**config.mk**
```make
export PLATFORM = sky130hd
export DESIGN_NAME = ddr4_init_sequencer
export DESIGN_NICKNAME = d
export VERILOG_FILES = /design/src/rtl/ddr4_init_sequencer_pkg.sv /design/src/rtl/ddr4_wait_timer.sv /design/src/rtl/ddr4_init_sequencer.sv
export SDC_FILE = /design/constraint.sdc
export NUM_CORES = 1
export LEC_CHECK = 0
export CAP_MARGIN = 20
export CORE_ASPECT_RATIO = 2
export CORE_MARGIN = 3
export CORE_UTILIZATION = 55
export CTS_CLUSTER_DIAMETER = 200
export CTS_CLUSTER_SIZE = 12
export DETAILED_ROUTE_END_ITERATION = 16
export PLACE_DENSITY = 0.85
export SLEW_MARGIN = 20
export SYNTH_ARGS = -nofsm -noshare
export SYNTH_HDL_FRONTEND = slang
export SYNTH_HIERARCHICAL = 1
export SYNTH_SLANG_ARGS = --single-unit
export TNS_END_PERCENT = 100
```
**constraint.sdc**
```tcl
create_clock -name clock_t -period 6.1 [get_ports clock_t]
set_input_delay 1.22 -clock clock_t [delete_from_list [all_inputs] [get_ports clock_t]]
set_output_delay 1.22 -clock clock_t [all_outputs]
set_load 0.02 [all_outputs]
```
**src/rtl/ddr4_init_sequencer_pkg.sv**
```systemverilog
// Shared types and constants for the DDR4 power-up/initialization sequencer:
// FSM states, command-bus struct, mode-register opcodes and MRS issue order.
package ddr_package;

   typedef enum logic [3:0] {
      IDLE,
      RST_LOW,
      CKE_WAIT,
      XPR_WAIT,
      MRS,
      MRD_WAIT,
      MOD_WAIT,
      ZQCL,
      ZQ_WAIT,
      DONE
   } init_state_e;

   typedef struct packed {
      logic        cs_n;
      logic        act_n;
      logic        ras_n;
      logic        cas_n;
      logic        we_n;
      logic [1:0]  bg;
      logic [1:0]  ba;
      logic [13:0] addr;
   } ddr_cmd_t;

   localparam int MRS_COUNT = 7;

   // MR0 A1:A0 are replaced by the burst-length select latched at start.
   localparam logic [13:0] MR_INIT [0:6] = '{
      14'h0A50, 14'h0301, 14'h0028, 14'h0004, 14'h0800, 14'h0400, 14'h0817
   };

   localparam logic [2:0] MRS_ORDER [0:6] = '{
      3'd3, 3'd6, 3'd5, 3'd4, 3'd2, 3'd1, 3'd0
   };

   localparam ddr_cmd_t CMD_DES = '{
      cs_n: 1'b1, act_n: 1'b1, ras_n: 1'b1, cas_n: 1'b1, we_n: 1'b1,
      bg: 2'b00, ba: 2'b00, addr: 14'h0000
   };

   function automatic int max_of(input int a, input int b);
      return (a > b) ? a : b;
   endfunction

   function automatic ddr_cmd_t mrs_cmd(input logic [2:0] mr, input logic [13:0] opcode);
      ddr_cmd_t c;
      c       = CMD_DES;
      c.cs_n  = 1'b0;
      c.ras_n = 1'b0;
      c.cas_n = 1'b0;
      c.we_n  = 1'b0;
      c.bg    = {1'b0, mr[2]};
      c.ba    = mr[1:0];
      c.addr  = opcode;
      return c;
   endfunction

   // ZQ calibration: A10=1 selects the long (ZQCL) form, A10=0 the short (ZQCS).
   function automatic ddr_cmd_t zq_cmd(input logic long_cal);
      ddr_cmd_t c;
      c          = CMD_DES;
      c.cs_n     = 1'b0;
      c.we_n     = 1'b0;
      c.addr[10] = long_cal;
      return c;
   endfunction

endpackage

```
**src/rtl/ddr4_wait_timer.sv**
```systemverilog
// Loadable down-counter shared by every wait state of the init sequencer.
// Saturates at zero; expired is high while the count is zero.
module ddr4_wait_timer #(
   parameter int WIDTH = 10
) (
   input  logic             clock_t,
   input  logic             reset,
   input  logic             load,
   input  logic [WIDTH-1:0] value,
   output logic             expired
);

   logic [WIDTH-1:0] count_reg, count_next;

   always_comb begin
      count_next = count_reg;
      if (load)
         count_next = value;
      else if (count_reg != '0)
         count_next = count_reg - WIDTH'(1);
   end

   always_ff @(posedge clock_t or posedge reset) begin
      if (reset)
         count_reg <= '0;
      else
         count_reg <= count_next;
   end

   assign expired = (count_reg == '0);

endmodule

```
**src/rtl/ddr4_init_sequencer.sv**
```systemverilog
// DDR4 power-up sequencer: RESET_n, CKE, seven MRS writes and ZQCL, then config_done.
// Define PERIODIC_ZQCS_EN to add the zq_req/zq_gnt handshake and periodic ZQCS in DONE.
module ddr4_init_sequencer
   import ddr_package::*;
#(
   parameter int T_RESET_L = 16,
   parameter int T_CKE_L   = 20,
   parameter int T_XPR     = 24,
   parameter int T_MRD     = 8,
   parameter int T_MOD     = 24,
   parameter int T_ZQINIT  = 512
`ifdef PERIODIC_ZQCS_EN
   ,
   parameter int T_ZQCS_INT = 4096
`endif
) (
   input  logic        clock_t,
   input  logic        reset,
   input  logic        start,
   input  logic [1:0]  bl_sel,
   output logic        reset_n,
   output logic        cke,
   output logic        cs_n,
   output logic        act_n,
   output logic        ras_n,
   output logic        cas_n,
   output logic        we_n,
   output logic [1:0]  bg,
   output logic [1:0]  ba,
   output logic [13:0] addr,
   output logic        mrs_rdy,
   output logic        zqcl_rdy,
   output logic        config_done,
   output logic        busy
`ifdef PERIODIC_ZQCS_EN
   ,
   output logic        zq_req,
   input  logic        zq_gnt
`endif
);

   localparam int MAX_INIT = max_of(max_of(max_of(T_RESET_L, T_CKE_L), max_of(T_XPR, T_MRD)),
                                    max_of(T_MOD, T_ZQINIT));
`ifdef PERIODIC_ZQCS_EN
   localparam int MAX_T = max_of(MAX_INIT, T_ZQCS_INT);
`else
   localparam int MAX_T = MAX_INIT;
`endif
   localparam int TIMER_W = $clog2(MAX_T) + 1;

   // The start cycle itself is the first cycle of the reset-low window, hence N-2.
   localparam logic [TIMER_W-1:0] LD_RESET_L = TIMER_W'(T_RESET_L - 2);
   localparam logic [TIMER_W-1:0] LD_CKE_L   = TIMER_W'(T_CKE_L - 1);
   localparam logic [TIMER_W-1:0] LD_XPR     = TIMER_W'(T_XPR - 1);
   localparam logic [TIMER_W-1:0] LD_MRD     = TIMER_W'(T_MRD - 1);
   localparam logic [TIMER_W-1:0] LD_MOD     = TIMER_W'(T_MOD - 1);
   localparam logic [TIMER_W-1:0] LD_ZQINIT  = TIMER_W'(T_ZQINIT - 1);
`ifdef PERIODIC_ZQCS_EN
   localparam logic [TIMER_W-1:0] LD_ZQCS_INT = TIMER_W'(T_ZQCS_INT - 1);
`endif
   localparam logic [2:0] LAST_MRS = 3'(MRS_COUNT - 1);

   init_state_e        state_reg, state_next;
   logic [2:0]         mrs_idx_reg, mrs_idx_next;
   logic [1:0]         bl_reg, bl_next;
   logic               tmr_load;
   logic [TIMER_W-1:0] tmr_value;
   logic               tmr_expired;
   logic [2:0]         mr_num;
   logic [13:0]        mr_opcode;
   ddr_cmd_t           cmd;
`ifdef PERIODIC_ZQCS_EN
   logic               zq_req_reg, zq_req_next;
   logic               zqcs_reg, zqcs_next;
`endif

   ddr4_wait_timer #(
      .WIDTH(TIMER_W)
   ) u_wait_timer (
      .clock_t (clock_t),
      .reset   (reset),
      .load    (tmr_load),
      .value   (tmr_value),
      .expired (tmr_expired)
   );

   always_ff @(posedge clock_t or posedge reset) begin
      if (reset) begin
         state_reg   <= IDLE;
         mrs_idx_reg <= '0;
         bl_reg      <= '0;
`ifdef PERIODIC_ZQCS_EN
         zq_req_reg  <= 1'b0;
         zqcs_reg    <= 1'b0;
`endif
      end else begin
         state_reg   <= state_next;
         mrs_idx_reg <= mrs_idx_next;
         bl_reg      <= bl_next;
`ifdef PERIODIC_ZQCS_EN
         zq_req_reg  <= zq_req_next;
         zqcs_reg    <= zqcs_next;
`endif
      end
   end

   // Each timed segment loads the timer on entry so the count includes its origin cycle.
   always_comb begin
      state_next   = state_reg;
      mrs_idx_next = mrs_idx_reg;
      bl_next      = bl_reg;
      tmr_load     = 1'b0;
      tmr_value    = '0;
`ifdef PERIODIC_ZQCS_EN
      zq_req_next  = zq_req_reg;
      zqcs_next    = 1'b0;
`endif
      case (state_reg)
         IDLE: begin
            if (start) begin
               state_next = RST_LOW;
               bl_next    = bl_sel;
               tmr_load   = 1'b1;
               tmr_value  = LD_RESET_L;
            end
         end
         RST_LOW: begin
            if (tmr_expired) begin
               state_next = CKE_WAIT;
               tmr_load   = 1'b1;
               tmr_value  = LD_CKE_L;
            end
         end
         CKE_WAIT: begin
            if (tmr_expired) begin
               state_next = XPR_WAIT;
               tmr_load   = 1'b1;
               tmr_value  = LD_XPR;
            end
         end
         XPR_WAIT: begin
            if (tmr_expired) begin
               state_next = MRS;
               tmr_load   = 1'b1;
               tmr_value  = LD_MRD;
            end
         end
         MRS: begin
            if (mrs_idx_reg == LAST_MRS) begin
               state_next = MOD_WAIT;
            end else begin
               state_next   = MRD_WAIT;
               mrs_idx_next = mrs_idx_reg + 3'd1;
            end
         end
         MRD_WAIT: begin
            if (tmr_expired) begin
               state_next = MRS;
               tmr_load   = 1'b1;
               tmr_value  = (mrs_idx_reg == LAST_MRS) ? LD_MOD : LD_MRD;
            end
         end
         MOD_WAIT: begin
            if (tmr_expired) begin
               state_next = ZQCL;
               tmr_load   = 1'b1;
               tmr_value  = LD_ZQINIT;
            end
         end
         ZQCL: state_next = ZQ_WAIT;
         ZQ_WAIT: begin
            if (tmr_expired) begin
               state_next = DONE;
`ifdef PERIODIC_ZQCS_EN
               tmr_load   = 1'b1;
               tmr_value  = LD_ZQCS_INT;
`endif
            end
         end
         DONE: begin
`ifdef PERIODIC_ZQCS_EN
            if (zq_req_reg && zq_gnt) begin
               zq_req_next = 1'b0;
               zqcs_next   = 1'b1;
               tmr_load    = 1'b1;
               tmr_value   = LD_ZQCS_INT;
            end else if (tmr_expired) begin
               zq_req_next = 1'b1;
            end
`endif
         end
         default: state_next = IDLE;
      endcase
   end

   always_comb begin
      mr_num    = MRS_ORDER[mrs_idx_reg];
      mr_opcode = MR_INIT[mr_num];
      if (mr_num == 3'd0)
         mr_opcode[1:0] = bl_reg;
   end

   always_comb begin
      cmd         = CMD_DES;
      reset_n     = 1'b1;
      cke         = 1'b1;
      mrs_rdy     = 1'b0;
      zqcl_rdy    = 1'b0;
      config_done = 1'b0;
      busy        = 1'b1;
      case (state_reg)
         IDLE: begin
            reset_n = 1'b0;
            cke     = 1'b0;
            busy    = 1'b0;
         end
         RST_LOW: begin
            reset_n = 1'b0;
            cke     = 1'b0;
         end
         CKE_WAIT: cke = 1'b0;
         MRS: begin
            cmd     = mrs_cmd(mr_num, mr_opcode);
            mrs_rdy = 1'b1;
         end
         ZQCL: begin
            cmd      = zq_cmd(1'b1);
            zqcl_rdy = 1'b1;
         end
         DONE: begin
            config_done = 1'b1;
            busy        = 1'b0;
`ifdef PERIODIC_ZQCS_EN
            if (zqcs_reg)
               cmd = zq_cmd(1'b0);
`endif
         end
         default: ;
      endcase
   end

   assign cs_n  = cmd.cs_n;
   assign act_n = cmd.act_n;
   assign ras_n = cmd.ras_n;
   assign cas_n = cmd.cas_n;
   assign we_n  = cmd.we_n;
   assign bg    = cmd.bg;
   assign ba    = cmd.ba;
   assign addr  = cmd.addr;
`ifdef PERIODIC_ZQCS_EN
   assign zq_req = zq_req_reg;
`endif

endmodule

```
==> results of run 1 <==
where the power goes:
part / switching, mW / internal (mW)
Sequential: 0.0849 / 0.175
Combinational: 0.146 / 0.147
Clock: 0.0416 / 0.0465
Total: 0.273 / 0.369
kinds of logic (layout without fill, tap and decap cells):
| family | Yosys count | count (layout) | share of synthesized area (%) |
|---|---|---|---|
| AND/OR/NAND/NOR | 83 | 83 | 26.0 |
| XOR/XNOR | 5 | 5 | 2.68 |
| other | 2 | 6 | 0.460 |
| AO/OA/AOI/OAI | 47 | 47 | 20.8 |
| adder cells (fa/ha/maj) | 6 | 6 | 4.60 |
| multiplexers | 5 | 5 | 3.68 |
| flip-flops | 19 | 19 | 29.1 |
| buffers and inverters | 39 | 47 | 12.7 |
critical path, stage by stage (launching register included):
cell and delay [ns]:
dfrtp_1 0.57, nor2_1 0.35, nand3_1 0.45, o41ai_1 0.47
clkdlybuf4s50_1 0.66
layout by cell type (no fill, tap or decap), types with 8 or more instances in the layout:
| master | netlist | layout |
|---|---|---|
| clkdlybuf4s50_1 | 0 | 28 |
| nor2_1 | 24 | 24 |
| nand2_1 | 20 | 20 |
| dfrtp_1 | 19 | 19 |
| inv_1 | 13 | 13 |
| a21oi_1 | 10 | 10 |
| nor3_1 | 9 | 9 |
| o31ai_1 | 8 | 8 |
layer usage:
metal	wire, um	up-vias
li1	-	736
met1	1360	703
met2	2240	40
met3	127	9
met4	105	0
met5	0	-
worst max-delay path by stage:
stage,startpoint,endpoint,slack [ns],cells after the start
after floorplan,mrs_idx_reg[1],addr[10],3.06,4
after global placement,state_reg[0],addr[10],2.48,4
after detailed placement,state_reg[0],addr[10],2.42,4
after CTS,state_reg[0],addr[10],2.14,4
after global routing,state_reg[0],addr[3],1.92,5
final,state_reg[0],addr[10],2.12,4
Yosys cell counts (2+ instances only):
| cell | n |
|---|---|
| nand2_1 | 20 |
| mux2_2 | 4 |
| nand2b_1 | 3 |
| ha_1 | 6 |
| clkbuf_1 | 9 |
| nand3_1 | 3 |
| xnor2_1 | 4 |
| nor3_1 | 9 |
| dfrtp_1 | 19 |
| nor2_1 | 24 |
| o31ai_1 | 8 |
| nand4b_1 | 2 |
| o41ai_1 | 3 |
| buf_2 | 4 |
| a31oi_1 | 3 |
| or2_2 | 2 |
| inv_1 | 13 |
| o21ai_0 | 6 |
| a21oi_1 | 10 |
| nor4_1 | 6 |
| o21a_1 | 2 |
| conb_1 | 2 |
| buf_6 | 3 |
| buf_4 | 9 |
| nor4b_1 | 2 |
layout make-up:
type | count | area [um^2] | share of cell area [%]
Inverter | 14 | 52.6 | 2.82
Clock buffer | 4 | 45.0 | 2.42
Multi-Input combinational cell | 152 | 965 | 51.8
Tap cell | 29 | 36.3 | 1.95
Sequential cell | 19 | 475 | 25.5
Timing Repair Buffer | 29 | 288 | 15.5
==> metrics.csv, run 1 <==
stage;metric;value;unit
timing;rsz0062_at_grt;no;
floorplan;die_x;44.5;um
timing;fmax;0.251;GHz
timing;fin_ws;2.12;ns
timing;drv_slew;0;
placed_design;port_buffers;28;
global_routing;met2_usage;40.9;%
finish;fin_nets;230;
worst_hold_path;min_from;bl_reg[1];
detailed_routing;via_per_inst;6.02;
placed_design;dp_cells;243;
placed_design;hpwlAfterDp;3.00;mm
synth;synth_warnings;6;
synth;syn_inst;206;
detailed_routing;routed_wl;3.83;mm
floorplan;die-area;3700;um^2
timing;setup_tns;0;ns
detailed_routing;ant_nets;0;
timing;worstMarginPinSlew;0.835;ns
global_routing;grt_pass1_wl;6.42;mm
power;power;0.642;mW
global_routing;grt-ovfl-total;0;
outcome;outcome;finished clean;
finish;fillCellCount;239;
cts;cts_hold_buf;0;
critical_path;reg2reg_slack;2.99;ns
detailed_routing;drtIter0Drc;35;
critical_path;reg2reg_depth;9;
global_routing;grt_max_degree;19;
placed_design;dpl_worst_slack;2.42;ns
detailed_routing;avgRoutedWirePerCell;15.5;um
floorplan;start_util;58.2;%
global_routing;grt_pass1_vias;1399;
critical_path;cp_max_fo;18;
synth;synth_top_area_cell;dfrtp_1;
timing;slew_headroom;43.6;%
finish;final_cells;247;
cts;cts_tree;built;
cts;postCtsResizedCells;0;
global_routing;grt_usage;22.7;%
synth;yosysUniqueCellTypes;55;
global_routing;antenna_found_initial;0;
finish;fin_area;1860;um^2
timing;clock_skew;0.00342;ns
detailed_routing;num_vias;1488;
finish;drive_gt1_share;7.80;%
synth;synth_edf_count;0;
floorplan;rows;27;
power;leakage;0.736;nW
synth;syn_area;1630;um^2
timing;period_share;65.3;%
flow_run;drv_cap;0;
cts;numCtsBuffers;3;
finish;final_util;66.4;%
cts;cts_num_sinks;19;
synth;avgSynthCellArea;7.93;um^2
worst_hold_path;hp-class;reg -> reg;
timing;worst_hold_slack;0.516;ns
worst_hold_path;holdPathStages;1;
timing;timing_hold_violations_final;0;
synth;synth_top_area_share;29.1;%
global_routing;met3_usage;2.17;%
cts;clkLatencyLatePin;0.26;ns
critical_path;critPathKind;reg -> out;
cts;clk_pin_slew;0.07;ns
global_routing;use_met1;23.8;%
critical_path;endpoint_kind;output port;
synth;async_flop_share;100;%
cts;clk_path_buf_depth;2;
power;peakVddDrop;0.000277;V
detailed_routing;first_pass_iters;4;
critical_path;reg2reg_from;u_wait_timer/count_reg[0];
cts;post_cts_buffers;0;
finish;antennaDiodeCount;0;
floorplan;floorplan.io_pins;34;
floorplan;coreArea;2800;um^2
power;powerDensity;345;nW/um^2
critical_path;arrival;2.76;ns
cts;clock-root-buffer;clkbuf_8;
synth;synthFlopType;dfrtp_1;
critical_path;worstSetupStartpointType;flip-flop;
cts;cts.htree.levels;1;
critical_path;r2r_end;u_wait_timer/count_reg[7];
finish;areaGrowthSynthToFinish;14.0;%
floorplan;die_y;83.1;um
synth;synth_area_leaders;dfrtp_1 (29%), nor2_1 (5.5%), ha_1 (4.6%);
critical_path;required;4.88;ns
synth;ys_ff_latch;19;
global_routing;grt_busiest_layer;met2;
synth;synth_seq_area_share;29.1;%
detailed_routing;drcViolationCount;0;
placed_design;dpl-instance-area;1820;um^2
placed_design;gp_congestion;0.925;
finish;largest_reg_flops;10;
timing;setup_viol;0;
worst_hold_path;hold_end;bl_reg[1];
timing;fin_crit;3.98;ns
Power figures use the tool's default switching activity.
==> run 2: changes to the inputs <==
Settings changed: CORE_UTILIZATION 55 to 46, PLACE_DENSITY 0.85 to 0.76.
Clock period 6.1 ns to 3.4 ns, I/O delays scaled along.
==> metrics.csv, run 2 (same netlist as run 1, synthesis figures left out) <==
stage;metric;value;unit;change
outcome;outcome;finished clean;;unchanged
timing;setup_viol;0;;unchanged
timing;period_share;94.6;%;
timing;setup_tns;0;ns;unchanged
finish;antennaDiodeCount;0;;unchanged
timing;clock_skew;0.00153;ns;was 0.00342 ns
power;sequentialPowerShare;36.7;%;was 40.6%
global_routing;grt_max_degree;18;;was 19
cts;postCtsResizedCells;0;;unchanged
critical_path;required;2.72;ns;was 4.88 ns
detailed_routing;avgRoutedWirePerCell;14.9;um;was 15.5 um
floorplan;rows;30;;was 27
floorplan;floorplan.io_pins;34;;unchanged
floorplan;die_x;48.1;um;was 44.5 um
finish;fin_nets;234;;was 230
floorplan;coreArea;3420;um^2;was 2800 um^2
critical_path;endpoint_kind;output port;;unchanged
finish;areaGrowthSynthToFinish;17.4;%;was 14.0%
cts;clock-root-buffer;clkbuf_8;;unchanged
power;switching_share;43.3;%;was 42.5%
cts;cts_num_sinks;19;;unchanged
timing;fmax;0.311;GHz;
global_routing;grt_pass1_vias;1433;;was 1,399
detailed_routing;routed_wl;4.01;mm;was 3.83 mm
finish;fin_area;1920;um^2;was 1860 um^2
timing;worst_hold_slack;0.524;ns;was 0.516 ns
timing;timing_hold_violations_final;0;;unchanged
detailed_routing;via_per_inst;5.73;;was 6.02
placed_design;gp_congestion;0.896;;was 0.925
cts;cts_tree;built;;unchanged
floorplan;start_util;47.8;%;was 58.2%
critical_path;cp_max_fo;12;;was 18
detailed_routing;drcViolationCount;0;;unchanged
timing;fin_ws;0.183;ns;was 2.12 ns
worst_hold_path;hp-class;reg -> reg;;unchanged
cts;numCtsBuffers;3;;unchanged
finish;drive_gt1_share;9.91;%;was 7.80%
global_routing;grt_usage;20.3;%;was 22.7%
cts;cts_hold_buf;0;;unchanged
critical_path;arrival;2.54;ns;was 2.76 ns
finish;fillCellCount;317;;was 239
flow_run;drv_cap;0;;unchanged
global_routing;grt_pass1_wl;6.57;mm;was 6.42 mm
detailed_routing;drtIter0Drc;33;;was 35
timing;worstMarginPinSlew;0.910;ns;was 0.835 ns
cts;clk_pin_slew;0.07;ns;about the same
finish;largest_reg_flops;10;;unchanged
cts;clkLatencyLatePin;0.26;ns;about the same
global_routing;grt-ovfl-total;0;;unchanged
cts;clk_path_buf_depth;2;;unchanged
power;powerDensity;624;nW/um^2;was 345 nW/um^2
global_routing;antenna_found_initial;0;;unchanged
power;p_int;0.679;mW;was 0.369 mW
critical_path;worstSetupStartpointType;flip-flop;;unchanged
placed_design;hpwlAfterDp;3.08;mm;was 3.00 mm
power;peakVddDrop;0.000441;V;was 0.000277 V
finish;final_common_cell;clkdlybuf4s50_1;;unchanged
detailed_routing;first_pass_iters;4;;unchanged
timing;slew_headroom;38.5;%;was 43.6%
detailed_routing;num_vias;1546;;was 1,488
detailed_routing;ant_nets;0;;unchanged
critical_path;critPathKind;reg -> out;;unchanged
floorplan;die-area;4340;um^2;was 3700 um^2
power;leakage;0.757;nW;was 0.736 nW
timing;fin_crit;3.22;ns;
floorplan;die_y;90.3;um;was 83.1 um
power;clockPowerShare;13.7;%;about the same
cts;cts.htree.levels;1;;unchanged
power;p_sw;0.519;mW;was 0.273 mW
power;pwr-share-comb;49.6;%;was 45.7%
placed_design;dpl-instance-area;1870;um^2;was 1820 um^2
placed_design;port_buffers;28;;unchanged
timing;rsz0062_at_grt;no;;unchanged
finish;final_cell_mix;clkdlybuf4s50_1 (28), nor2_1 (24), nand2_1 (20);;unchanged
placed_design;dpl_worst_slack;0.451;ns;was 2.42 ns
timing;drv_slew;0;;unchanged
cts;post_cts_buffers;0;;unchanged
run 2: cell count changes in the layout (fill, tap and decap cells not counted):
| cell | change |
|---|---|
| clkinv_2 | +1 |
| buf_4 | +4 |
| clkbuf_1 | -1 |
run 2: worst max-delay path, cell delays in order (launching register included):
cell             delay (ns)
dfrtp_1                0.56
inv_1                  0.14
ha_1                   0.21
o31ai_1                0.46
and4_1                 0.29
clkdlybuf4s50_1        0.61
run 2: through the flow:
step / power (mW) / utilization, % / std cells
final: 1.20 / 56.1 / 270
after global routing: 1.28 / 56.1 / 270
after CTS: 1.20 / 56.1 / 270
after detailed placement: 1.03 / 54.8 / 266
after global placement: 1.02 / 54.8 / 266
after floorplan: 0.914 / - / 210
run 2: final cells by class:
type | instances | area, um^2 | share of cell area [%]
tap | 48 | 60.1 | 3.13
timing repair buffer | 33 | 318 | 16.6
sequential | 19 | 475 | 24.8
clock buffer | 3 | 41.3 | 2.15
clock inverter | 1 | 5.00 | 0.261
multi-input combinational | 152 | 965 | 50.3
inverter | 14 | 52.6 | 2.74
run 2: worst paths after layout:
check	start	end	slack, ns	cells after the start
max	mrs_idx_reg[1]	addr[3]	0.18	5
min	bl_reg[1]	bl_reg[1]	0.52	1
max reg2reg	u_wait_timer/count_reg[0]	u_wait_timer/count_reg[5]	0.42	10
min reg2reg	bl_reg[1]	bl_reg[1]	0.52	1
max in group asynchronous	reset	u_wait_timer/count_reg[8]	2.36	2
min in group asynchronous	reset	state_reg[0]	0.72	2
run 2: metal layers:
metal / vias up / routed length [um] / GRT usage [%]
li1: 748 / - / -
met1: 747 / 1500 / 22.5
met2: 44 / 2300 / 35.4
met3: 7 / 124 / 2.59
met4: 0 / 87 / 8.54
met5: - / 0 / 0
run 2: power by group through the flow:
stage / combinational (mW) / clock, mW / sequential [mW]
detailed placement: 0.590 / 0 / 0.441
finish: 0.593 / 0.164 / 0.440
global placement: 0.581 / 0 / 0.436
global route: 0.649 / 0.175 / 0.455
floorplan: 0.548 / 0 / 0.367
CTS: 0.593 / 0.169 / 0.435
==> run 3: changes to the inputs <==
Settings changed: CAP_MARGIN 20 to 40, CELL_PAD_IN_SITES_DETAIL_PLACEMENT set to 0, CELL_PAD_IN_SITES_GLOBAL_PLACEMENT set to 1, CORE_UTILIZATION 46 to 34, HOLD_SLACK_MARGIN set to 0.15, PLACE_DENSITY 0.76 to not set, PLACE_DENSITY_LB_ADDON set to 0.1.
==> metrics.csv, run 3 (same netlist as run 1, synthesis figures left out) <==
stage;metric;value;unit;change
outcome;outcome;finished clean;;unchanged
floorplan;start_util;35.2;%;was 47.8%
timing;fin_crit;3.16;ns;was 3.22 ns
cts;cts_num_sinks;19;;unchanged
cts;clk_pin_slew;0.07;ns;about the same
timing;timing_hold_violations_final;0;;unchanged
floorplan;die-area;5720;um^2;was 4340 um^2
critical_path;cp_max_fo;12;;unchanged
finish;fillCellCount;508;;was 317
floorplan;floorplan.io_pins;34;;unchanged
critical_path;critPathKind;reg -> out;;unchanged
global_routing;grt_pass1_wl;7.22;mm;was 6.57 mm
timing;clock_skew;0.00153;ns;about the same
finish;seqCellArea;475;um^2;unchanged
timing;worstMarginPinSlew;0.555;ns;was 0.910 ns
finish;fin_nets;234;;unchanged
timing;period_share;92.9;%;was 94.6%
flow_run;drv_cap;0;;unchanged
cts;numCtsBuffers;3;;unchanged
finish;multiInputGateArea;965;um^2;unchanged
floorplan;die_y;104;um;was 90.3 um
critical_path;required;2.72;ns;about the same
timing;slew_headroom;62.6;%;was 38.5%
cts;cts_hold_buf;0;;unchanged
timing;setup_tns;0;ns;unchanged
finish;largest_reg_flops;10;;unchanged
timing;drv_slew;0;;unchanged
placed_design;gp_congestion;0.762;;was 0.896
critical_path;worstSetupStartpointType;flip-flop;;unchanged
cts;cts.htree.levels;1;;unchanged
detailed_routing;drcViolationCount;0;;unchanged
floorplan;coreArea;4640;um^2;was 3420 um^2
detailed_routing;avgRoutedWirePerCell;15.7;um;was 14.9 um
detailed_routing;ant_nets;0;;unchanged
floorplan;die_x;55;um;was 48.1 um
cts;clkLatencyLatePin;0.25;ns;was 0.26 ns
global_routing;antenna_found_initial;0;;unchanged
finish;fin_area;1920;um^2;about the same
finish;final_common_cell;clkdlybuf4s50_1;;unchanged
cts;postCtsResizedCells;0;;unchanged
placed_design;dpl_worst_slack;0.348;ns;was 0.451 ns
placed_design;dpl-instance-area;1880;um^2;was 1870 um^2
critical_path;path_cells;inv_1 > ha_1 > o31ai_1 > and4_1 > clkdlybuf4s50_1;;unchanged
power;powerDensity;623;nW/um^2;was 624 nW/um^2
detailed_routing;drtIter0Drc;20;;was 33
global_routing;grt_pass1_vias;1530;;was 1,433
critical_path;cp_slowest_cell;clkdlybuf4s50_1;;unchanged
placed_design;port_buffers;28;;unchanged
power;leakage;0.756;nW;was 0.757 nW
worst_hold_path;hp-class;reg -> reg;;unchanged
cts;clk_path_buf_depth;2;;unchanged
critical_path;endpoint_kind;output port;;unchanged
detailed_routing;routed_wl;4.34;mm;was 4.01 mm
global_routing;grt_usage;16.6;%;was 20.3%
detailed_routing;num_vias;1531;;was 1,546
cts;post_cts_buffers;0;;unchanged
critical_path;slowest_delay;0.62;ns;was 0.61 ns
finish;antennaDiodeCount;0;;unchanged
detailed_routing;first_pass_iters;4;;unchanged
placed_design;hpwlAfterDp;3.45;mm;was 3.08 mm
timing;fin_ws;0.243;ns;was 0.183 ns
finish;areaGrowthSynthToFinish;17.7;%;was 17.4%
global_routing;grt_max_degree;18;;unchanged
finish;drive_gt1_share;9.46;%;was 9.91%
cts;cts_tree;built;;unchanged
timing;setup_viol;0;;unchanged
global_routing;grt-ovfl-total;0;;unchanged
power;peakVddDrop;0.000385;V;was 0.000441 V
cts;clock-root-buffer;clkbuf_8;;unchanged
timing;fmax;0.317;GHz;was 0.311 GHz
floorplan;rows;35;;was 30
critical_path;arrival;2.48;ns;was 2.54 ns
detailed_routing;via_per_inst;5.53;;was 5.73
finish;final_cell_mix;clkdlybuf4s50_1 (28), nor2_1 (24), nand2_1 (20);;unchanged
timing;rsz0062_at_grt;no;;unchanged
-- run 3: stage by stage --
stage | instances | utilization [%] | power (mW) | hold slack [ns]
global placement | 272 | 40.3 | 1.02 | 0.498
global route | 277 | 41.4 | 1.29 | 0.546
detailed placement | 273 | 40.4 | 1.04 | 0.506
finish | 277 | 41.4 | 1.20 | 0.523
floorplan | 210 | - | 0.914 | 0.479
CTS | 277 | 41.4 | 1.20 | 0.531
-- run 3: layout make-up --
cell class | instances | area share [%]
Sequential cell | 19 | 24.7
Timing Repair Buffer | 33 | 16.4
Multi-Input combinational cell | 152 | 50.2
Clock buffer | 4 | 2.34
Inverter | 14 | 2.73
Tap cell | 55 | 3.58
-- run 3: layer usage --
metal | vias up | GRT usage (%) | wire length [um]
li1 | 746 | - | -
met1 | 753 | 18.5 | 1620
met2 | 26 | 30.0 | 2550
met3 | 6 | 1.43 | 79
met4 | 0 | 6.26 | 89
met5 | - | 0 | 0
-- run 3: worst paths after layout --
| check | depth (start not counted) | end | slack [ns] | start |
|---|---|---|---|---|
| min in group asynchronous | 2 | u_wait_timer/count_reg[6] | 0.74 | reset |
| worst min register to register | 1 | bl_reg[0] | 0.52 | bl_reg[0] |
| max in group asynchronous | 2 | state_reg[2] | 2.37 | reset |
| worst max register to register | 10 | u_wait_timer/count_reg[5] | 0.32 | u_wait_timer/count_reg[0] |
| worst max-delay path | 5 | addr[3] | 0.24 | mrs_idx_reg[1] |
| worst min-delay path | 1 | bl_reg[0] | 0.52 | bl_reg[0] |
-- run 3: critical path: cells and delay by family, from the launching register on --
| kind | cells | cell delay, ns |
|---|---|---|
| adder cells (fa/ha/maj) | 1 | 0.22 |
| AND/OR/NAND/NOR | 1 | 0.29 |
| buffers and inverters | 2 | 0.75 |
| flip-flops | 1 | 0.55 |
| AO/OA/AOI/OAI | 1 | 0.42 |
-- run 3: power breakdown --
part / switching, mW / total (mW) / internal [mW]
clock: 0.0734 / 0.157 / 0.0832
sequential: 0.139 / 0.454 / 0.315
combinational: 0.308 / 0.586 / 0.279
total: 0.521 / 1.20 / 0.677
